File: src/rtl/pipe_mem_pkg.sv
`default_nettype none
// ============================================================================
//  pipe_mem_pkg : MMIO map, register bit indices and decode helper for
//                 the MEM-stage data-memory responder.
//  Revision     : 1.0
// ============================================================================
package pipe_mem_pkg;

    localparam logic       MMIO_BASE = 1'b1;

    localparam logic [7:0] OFF_OUT   = 8'h00;
    localparam logic [7:0] OFF_IN    = 8'h04;
    localparam logic [7:0] OFF_CYCLE = 8'h08;
    localparam logic [7:0] OFF_CMP   = 8'h0C;
    localparam logic [7:0] OFF_CTRL  = 8'h10;
    localparam logic [7:0] OFF_CNT   = 8'h14;
    localparam logic [7:0] OFF_ERRST = 8'h18;

    localparam int CTRL_EN      = 0;
    localparam int CTRL_RELOAD  = 1;
    localparam int CTRL_FLAG    = 2;

    localparam int ERR_MISALIGN = 0;
    localparam int ERR_UNMAPPED = 1;

    typedef enum logic [2:0] {
        REG_OUT,
        REG_IN,
        REG_CYCLE,
        REG_CMP,
        REG_CTRL,
        REG_CNT,
        REG_ERRST,
        REG_NONE
    } mmio_reg_e;

    // Byte lane bits are ignored; anything past ERRST is unmapped.
    function automatic mmio_reg_e mmio_decode(input logic [7:0] off);
        case (off & 8'hFC)
            OFF_OUT:   return REG_OUT;
            OFF_IN:    return REG_IN;
            OFF_CYCLE: return REG_CYCLE;
            OFF_CMP:   return REG_CMP;
            OFF_CTRL:  return REG_CTRL;
            OFF_CNT:   return REG_CNT;
            OFF_ERRST: return REG_ERRST;
            default:   return REG_NONE;
        endcase
    endfunction

endpackage
`default_nettype wire

File: src/rtl/pipe_timer.sv
`default_nettype none
// ============================================================================
//  pipe_timer : compare timer (CNT/CMP/EN/RELOAD/FLAG) with W1C flag and irq.
//  Revision   : 1.0
// ============================================================================
module pipe_timer
    import pipe_mem_pkg::*;
(
    input  logic        clock,
    input  logic        resetn,
    input  logic        wr_cmp,
    input  logic        wr_ctrl,
    input  logic        wr_cnt,
    input  logic [31:0] wr_data,
    output logic [31:0] cnt,
    output logic [31:0] cmp,
    output logic        en,
    output logic        reload,
    output logic        flag,
    output logic        irq
);

    logic [31:0] cnt_q, cnt_d;
    logic [31:0] cmp_q, cmp_d;
    logic        en_q, en_d;
    logic        reload_q, reload_d;
    logic        flag_q, flag_d;
    logic        hit;

    assign hit = en_q && (cnt_q == cmp_q);

    always_comb begin
        cnt_d    = cnt_q;
        cmp_d    = cmp_q;
        en_d     = en_q;
        reload_d = reload_q;

        if (en_q) begin
            if (hit) begin
                if (reload_q) cnt_d = 32'd0;
                else          en_d  = 1'b0;
            end else begin
                cnt_d = cnt_q + 32'd1;
            end
        end

        // Software writes override the timer's own update.
        if (wr_cmp) cmp_d = wr_data;
        if (wr_cnt) cnt_d = wr_data;
        if (wr_ctrl) begin
            en_d     = wr_data[CTRL_EN];
            reload_d = wr_data[CTRL_RELOAD];
        end

        // A compare hit wins over a same-cycle write-1-to-clear.
        flag_d = (flag_q & ~(wr_ctrl & wr_data[CTRL_FLAG])) | hit;
    end

    always_ff @(posedge clock or negedge resetn) begin
        if (!resetn) begin
            cnt_q    <= 32'd0;
            cmp_q    <= 32'd0;
            en_q     <= 1'b0;
            reload_q <= 1'b0;
            flag_q   <= 1'b0;
        end else begin
            cnt_q    <= cnt_d;
            cmp_q    <= cmp_d;
            en_q     <= en_d;
            reload_q <= reload_d;
            flag_q   <= flag_d;
        end
    end

    assign cnt    = cnt_q;
    assign cmp    = cmp_q;
    assign en     = en_q;
    assign reload = reload_q;
    assign flag   = flag_q;
    assign irq    = flag_q;

endmodule
`default_nettype wire

File: src/rtl/pipe_dmem_io.sv
`default_nettype none
// ============================================================================
//  pipe_dmem_io : word RAM plus MMIO (OUT, IN, CYCLE, timer, ERRST) answering
//                 the MEM stage with zero-latency, side-effect-free reads.
//  Revision     : 1.0
// ============================================================================
module pipe_dmem_io
    import pipe_mem_pkg::*;
#(
    parameter int RAM_AW = 6
) (
    input  logic        clock,
    input  logic        resetn,
    input  logic        we,
    input  logic [31:0] addr,
    input  logic [31:0] datain,
    output logic [31:0] dataout,
    input  logic [31:0] io_in,
    output logic [31:0] io_out,
    output logic        irq,
    output logic        err
);

    logic [31:0]       ram_q [2**RAM_AW];
    logic [RAM_AW-1:0] ram_idx;

    logic [31:0] out_q, out_d;
    logic [31:0] cycle_q, cycle_d;
    logic [31:0] sync1_q, sync2_q;
    logic [1:0]  errst_q, errst_d;

    mmio_reg_e   reg_sel;
    logic        is_mmio, ram_hit, mmio_hit, mapped, misalign, wr_ok;
    logic        wr_ram, wr_out, wr_cycle, wr_cmp, wr_ctrl, wr_cnt, wr_errst;
    logic [1:0]  err_set, err_clr;

    logic [31:0] t_cnt, t_cmp;
    logic        t_en, t_reload, t_flag;

    assign is_mmio  = (addr[31] == MMIO_BASE);
    assign reg_sel  = mmio_decode(addr[7:0]);
    assign ram_idx  = addr[RAM_AW+1:2];
    assign ram_hit  = !is_mmio && ((addr[30:0] >> (RAM_AW + 2)) == 31'd0);
    assign mmio_hit = is_mmio && (addr[30:8] == 23'd0) && (reg_sel != REG_NONE);
    assign mapped   = ram_hit || mmio_hit;
    assign misalign = (addr[1:0] != 2'b00);
    assign wr_ok    = we && !misalign && mapped;

    assign wr_ram   = wr_ok && ram_hit;
    assign wr_out   = wr_ok && mmio_hit && (reg_sel == REG_OUT);
    assign wr_cycle = wr_ok && mmio_hit && (reg_sel == REG_CYCLE);
    assign wr_cmp   = wr_ok && mmio_hit && (reg_sel == REG_CMP);
    assign wr_ctrl  = wr_ok && mmio_hit && (reg_sel == REG_CTRL);
    assign wr_cnt   = wr_ok && mmio_hit && (reg_sel == REG_CNT);
    assign wr_errst = wr_ok && mmio_hit && (reg_sel == REG_ERRST);

    always_comb begin
        err_set               = 2'b00;
        err_set[ERR_MISALIGN] = we && misalign;
        err_set[ERR_UNMAPPED] = we && !mapped;
        err_clr               = wr_errst ? datain[1:0] : 2'b00;
        errst_d               = (errst_q & ~err_clr) | err_set;

        out_d   = wr_out ? datain : out_q;
        cycle_d = wr_cycle ? 32'd0 : cycle_q + 32'd1;
    end

    // RAM contents deliberately survive reset.
    always_ff @(posedge clock) begin
        if (wr_ram) ram_q[ram_idx] <= datain;
    end

    always_ff @(posedge clock or negedge resetn) begin
        if (!resetn) begin
            out_q   <= 32'd0;
            cycle_q <= 32'd0;
            sync1_q <= 32'd0;
            sync2_q <= 32'd0;
            errst_q <= 2'b00;
        end else begin
            out_q   <= out_d;
            cycle_q <= cycle_d;
            sync1_q <= io_in;
            sync2_q <= sync1_q;
            errst_q <= errst_d;
        end
    end

    pipe_timer u_timer (
        .clock   (clock),
        .resetn  (resetn),
        .wr_cmp  (wr_cmp),
        .wr_ctrl (wr_ctrl),
        .wr_cnt  (wr_cnt),
        .wr_data (datain),
        .cnt     (t_cnt),
        .cmp     (t_cmp),
        .en      (t_en),
        .reload  (t_reload),
        .flag    (t_flag),
        .irq     (irq)
    );

    always_comb begin
        dataout = 32'd0;
        if (ram_hit) begin
            dataout = ram_q[ram_idx];
        end else if (mmio_hit) begin
            case (reg_sel)
                REG_OUT:   dataout = out_q;
                REG_IN:    dataout = sync2_q;
                REG_CYCLE: dataout = cycle_q;
                REG_CMP:   dataout = t_cmp;
                REG_CTRL:  dataout = {29'd0, t_flag, t_reload, t_en};
                REG_CNT:   dataout = t_cnt;
                REG_ERRST: dataout = {30'd0, errst_q};
                default:   dataout = 32'd0;
            endcase
        end
    end

    assign io_out = out_q;
    assign err    = |errst_q;

endmodule
`default_nettype wire

File: config.mk
export PLATFORM = sky130hd
export DESIGN_NAME = pipe_dmem_io
export DESIGN_NICKNAME = d
export VERILOG_FILES = /design/src/rtl/pipe_mem_pkg.sv /design/src/rtl/pipe_timer.sv /design/src/rtl/pipe_dmem_io.sv
export SDC_FILE = /design/constraint.sdc
export NUM_CORES = 2
export LEC_CHECK = 0
export ABC_AREA = 1
export CORE_ASPECT_RATIO = 1.5
export CORE_UTILIZATION = 35
export CTS_CLUSTER_DIAMETER = 80
export CTS_CLUSTER_SIZE = 40
export DETAILED_ROUTE_END_ITERATION = 7
export MAX_ROUTING_LAYER = met4
export SYNTH_ARGS = -nofsm -noshare
export SYNTH_HDL_FRONTEND = slang
export SYNTH_SLANG_ARGS = --single-unit
File: constraint.sdc
create_clock -name clock -period 2 [get_ports clock]
set_input_delay 0.3 -clock clock [delete_from_list [all_inputs] [get_ports clock]]
set_output_delay 0.3 -clock clock [all_outputs]
set_load 0.1 [all_outputs]
==> results.tsv <==
metric	value	unit
Critical Path Fanout Max	11	
Final Setup Violations	66	
Cell Area, Placed	0.110	mm2
Fillers	25000	
Syn Area/Cell	10.5	um2
Initial Util	0.353	
Worst R2R End	u_timer.cnt[8]$_DFFE_PN0P_	
initial antenna violation count	12	
Worst Setup Start Kind	input port	
largest net degree at the start of global routing	67	
WP depth	15	
fin nets	9945	
setup ws final	-0.935	ns
Yosys warning count	0	
Power Dens Cells	689	mW/mm2
RSZ-0062 raised after global routing	yes	
wire length on met3	20700	um
Yosys cell types	47	
Buf+Inv Stages, Crit Path	7	
worst r2r path cells	18	
Layout Cells excl Fill	13400	
IO buf count	164	
Worst-Margin Slew	0.794	ns
post-DP HPWL	230000	um
Seq/Total Area, Yosys	0.694	
number of synthesized flops with an enable pin	2048	
die width	429	um
grt ovf	0	
synthesized flop and latch total	2245	
Post-Place Setup Slack	-1.31	ns
Crit path largest cell delay	0.23	ns
CP arrival	2.63	ns
FP Rows	234	
DR WL met2	167000	um
R2R Path Start	u_timer.cnt[10]$_DFFE_PN0P_	
Non-Filler Cell Area, Final	0.117	mm2
Pleak	47.5	nW
Reg2Reg Setup Slack	-0.47	ns
drt total wl	339000	um
status	finished, violations left	
area growth from synthesis to layout	21.9	%
Setup crit end	dataout[21]	
Root Driver	clkbuf_16	
failing checks	negative setup slack	
FFs w/ async S/R, synth	0.0878	
Final Hold Fails	0	
Crit path max-delay family	buffers and inverters	
Clock transition at path regs	0.14	ns
Worst setup EP type	output pin	
Worst Skew	0.0591	ns
vias per cell	5.15	
DRT iter0 DRCs	7215	
M1 WL	123000	um
first-pass GRT wire length	478000	um
Critical Path Source	addr[2]	
critical setup path kind	in2out	
routed len/inst	25.3	um
I/O Pins	165	
Worst IR Drop VDD	1.01	mV
crit path time final	2.93	ns
DR top layer	met4	
CTS tree	built	
final setup TNS	-41.06	ns
Cells after DPL	13200	
GP Congestion	0.985	
Syn Nets	9235	
antenna-violating nets left	0	
Tcrit/Tclk final	1.47	
Vias	69100	
Clock Latency Late Sink	0.77	ns
slowest CP cell	buf_6	
Post-synth top flop	edfxtp_1	
Core Util, Final	0.430	
# DRC	0	
hold_ws	0.00744	ns
max-slew violation count	0	
total power	80.3	mW
Core ar.	0.271	mm2
Rel. slew slack	0.471	
CTS max path bufs	3	
Worst Path Required	1.70	ns
most used cell, CP	buf_12	
CTS HTree Levels	3	
fraction of layout cells with a size suffix above 1	0.189	
fmax	341	MHz
MaxCap Viol Count	0	
crit path cell chain	buf_12 > buf_12 > nand2_8 > buf_6 > nor2_1 > buf_4 > a22oi_1 > nand3b_1 > a21oi_2 > buf_6 > nand3_2 > buf_4 > nand2_2 > nand2_4 > buf_12	
worst min-delay path class	in2reg	
vias in the first global route	67200	
Syn Inst Count	9134	
die area	0.276	mm2
router iterations before antenna repair	5	
CTS sink count	2245	
Die Y	642	um
Post-Syn Area	0.0957	mm2
number of buffers created by CTS	69	
GRT Util Overall	0.246	
layer usage:
| layer | global-route usage | up-vias |
|---|---|---|
| met1 | 0.283 | 34200 |
| met4 | 0.175 | 0 |
| met2 | 0.407 | 2924 |
| met3 | 0.0217 | 650 |
| met5 | - | - |
| li1 | - | 31300 |
Yosys cell counts, types with 2 or more instances:
cell,number,share of area
ha_1,2,0.00026
nand4_1,119,0.0078
nor2_1,380,0.015
or2_2,82,0.0054
and2_1,3,0.00020
buf_6,4,0.00047
o21ai_1,37,0.0019
buf_4,24,0.0019
nor4_1,5,0.00033
a31o_2,5,0.00046
o211ai_1,163,0.013
nand3_1,506,0.026
edfxtp_1,2048,0.64
nand3b_1,4,0.00031
a22o_1,2,0.00018
o21ai_0,103,0.0054
o2111ai_1,2,0.00018
clkinv_1,4,0.00016
a22oi_1,59,0.0046
buf_2,246,0.013
nand2_4,3,0.00035
nand2_1,3673,0.14
clkbuf_2,2,0.00010
a21boi_0,3,0.00024
dfrtp_1,197,0.052
nor2_2,7,0.00046
xnor2_1,17,0.0016
inv_2,9,0.00035
o31ai_1,15,0.0012
clkbuf_1,136,0.0053
nor2_4,4,0.00047
nand2_2,5,0.00033
o22ai_1,13,0.00085
nor3_1,16,0.00084
buf_1,31,0.0012
a21oi_1,186,0.0097
xor2_1,30,0.0027
inv_1,980,0.038
worst register-to-register path: cells and delay by family (launching register included):
family,cells,cell delay [ns]
AND/OR/NAND/NOR,10,0.81
AO/OA/AOI/OAI,1,0.18
flip-flops,1,0.53
buffers and inverters,7,0.80
area by class of cell:
type	instances	area [um2]	area share
Inverter	994	3800	0.0326
Sequential cell	2245	66400	0.570
Multi-Input combinational cell	5452	26900	0.230
Antenna cell	3	7.51	0.0000644
Tap cell	3540	4430	0.0380
Timing Repair Buffer	1082	13000	0.111
Clock inverter	15	295	0.00253
Clock buffer	89	1840	0.0158
state kept, by name, summed over array words and instances (netlist names):
register	flops
io_out	32
u_timer.cmp	32
u_timer.flag	1
u_timer.en	1
sync1_q	32
errst_q	2
u_timer.cnt	32
cycle_q	32
u_timer.reload	1
sync2_q	32
ram_q	2048
placed cells by master (no fill, tap or decap), types with 54 or more instances in the layout:
cell,n
edfxtp_1,2048
nand3_1,414
nand2_2,274
buf_4,546
clkbuf_16,84
buf_12,307
nor2_4,108
nand4_1,119
nor2_1,262
a22oi_1,58
nand2_1,3280
o21ai_0,89
nand2_4,120
o211ai_1,163
nand3_2,66
inv_1,938
buf_6,54
a21oi_1,179
dfrtp_1,192
kinds of logic after synthesis:
kind of cell	synth area share
simple gates	0.202
flops	0.694
buf+inv	0.0609
compound gates	0.0379
xor+xnor	0.00430
fa+ha+maj	0.000261
mux	0.000105
power by group:
| part | switching (mW) | internal, mW |
|---|---|---|
| Combinational | 5.31 | 2.47 |
| Sequential | 0.0207 | 51.2 |
| Clock | 14.1 | 7.24 |
| Total | 19.4 | 60.9 |
what timing repair did:
action                                  4_1_cts  5_1_grt
gates cloned                                 10       14
resized for setup                           571      358
setup buffers                                19       23
pin swaps                                   153      148
endpoints found under the setup margin      622      631
hold endpoints to repair                    250        0
hold buffers                                 45        0
how the worst min path moves through the flow:
stage,from,to,depth (start not counted)
floorplan,resetn,cycle_q[0]$_DFF_PN0_,0
global placement,resetn,u_timer.cmp[5]$_DFFE_PN0P_,1
detailed placement,resetn,u_timer.cmp[5]$_DFFE_PN0P_,1
CTS,datain[31],io_out[31]$_DFFE_PN0P_,3
global route,datain[26],ram_q[50][26]$_DFFE_PP_,2
finish,datain[26],ram_q[50][26]$_DFFE_PP_,2
(Power assumes the default switching activity.)
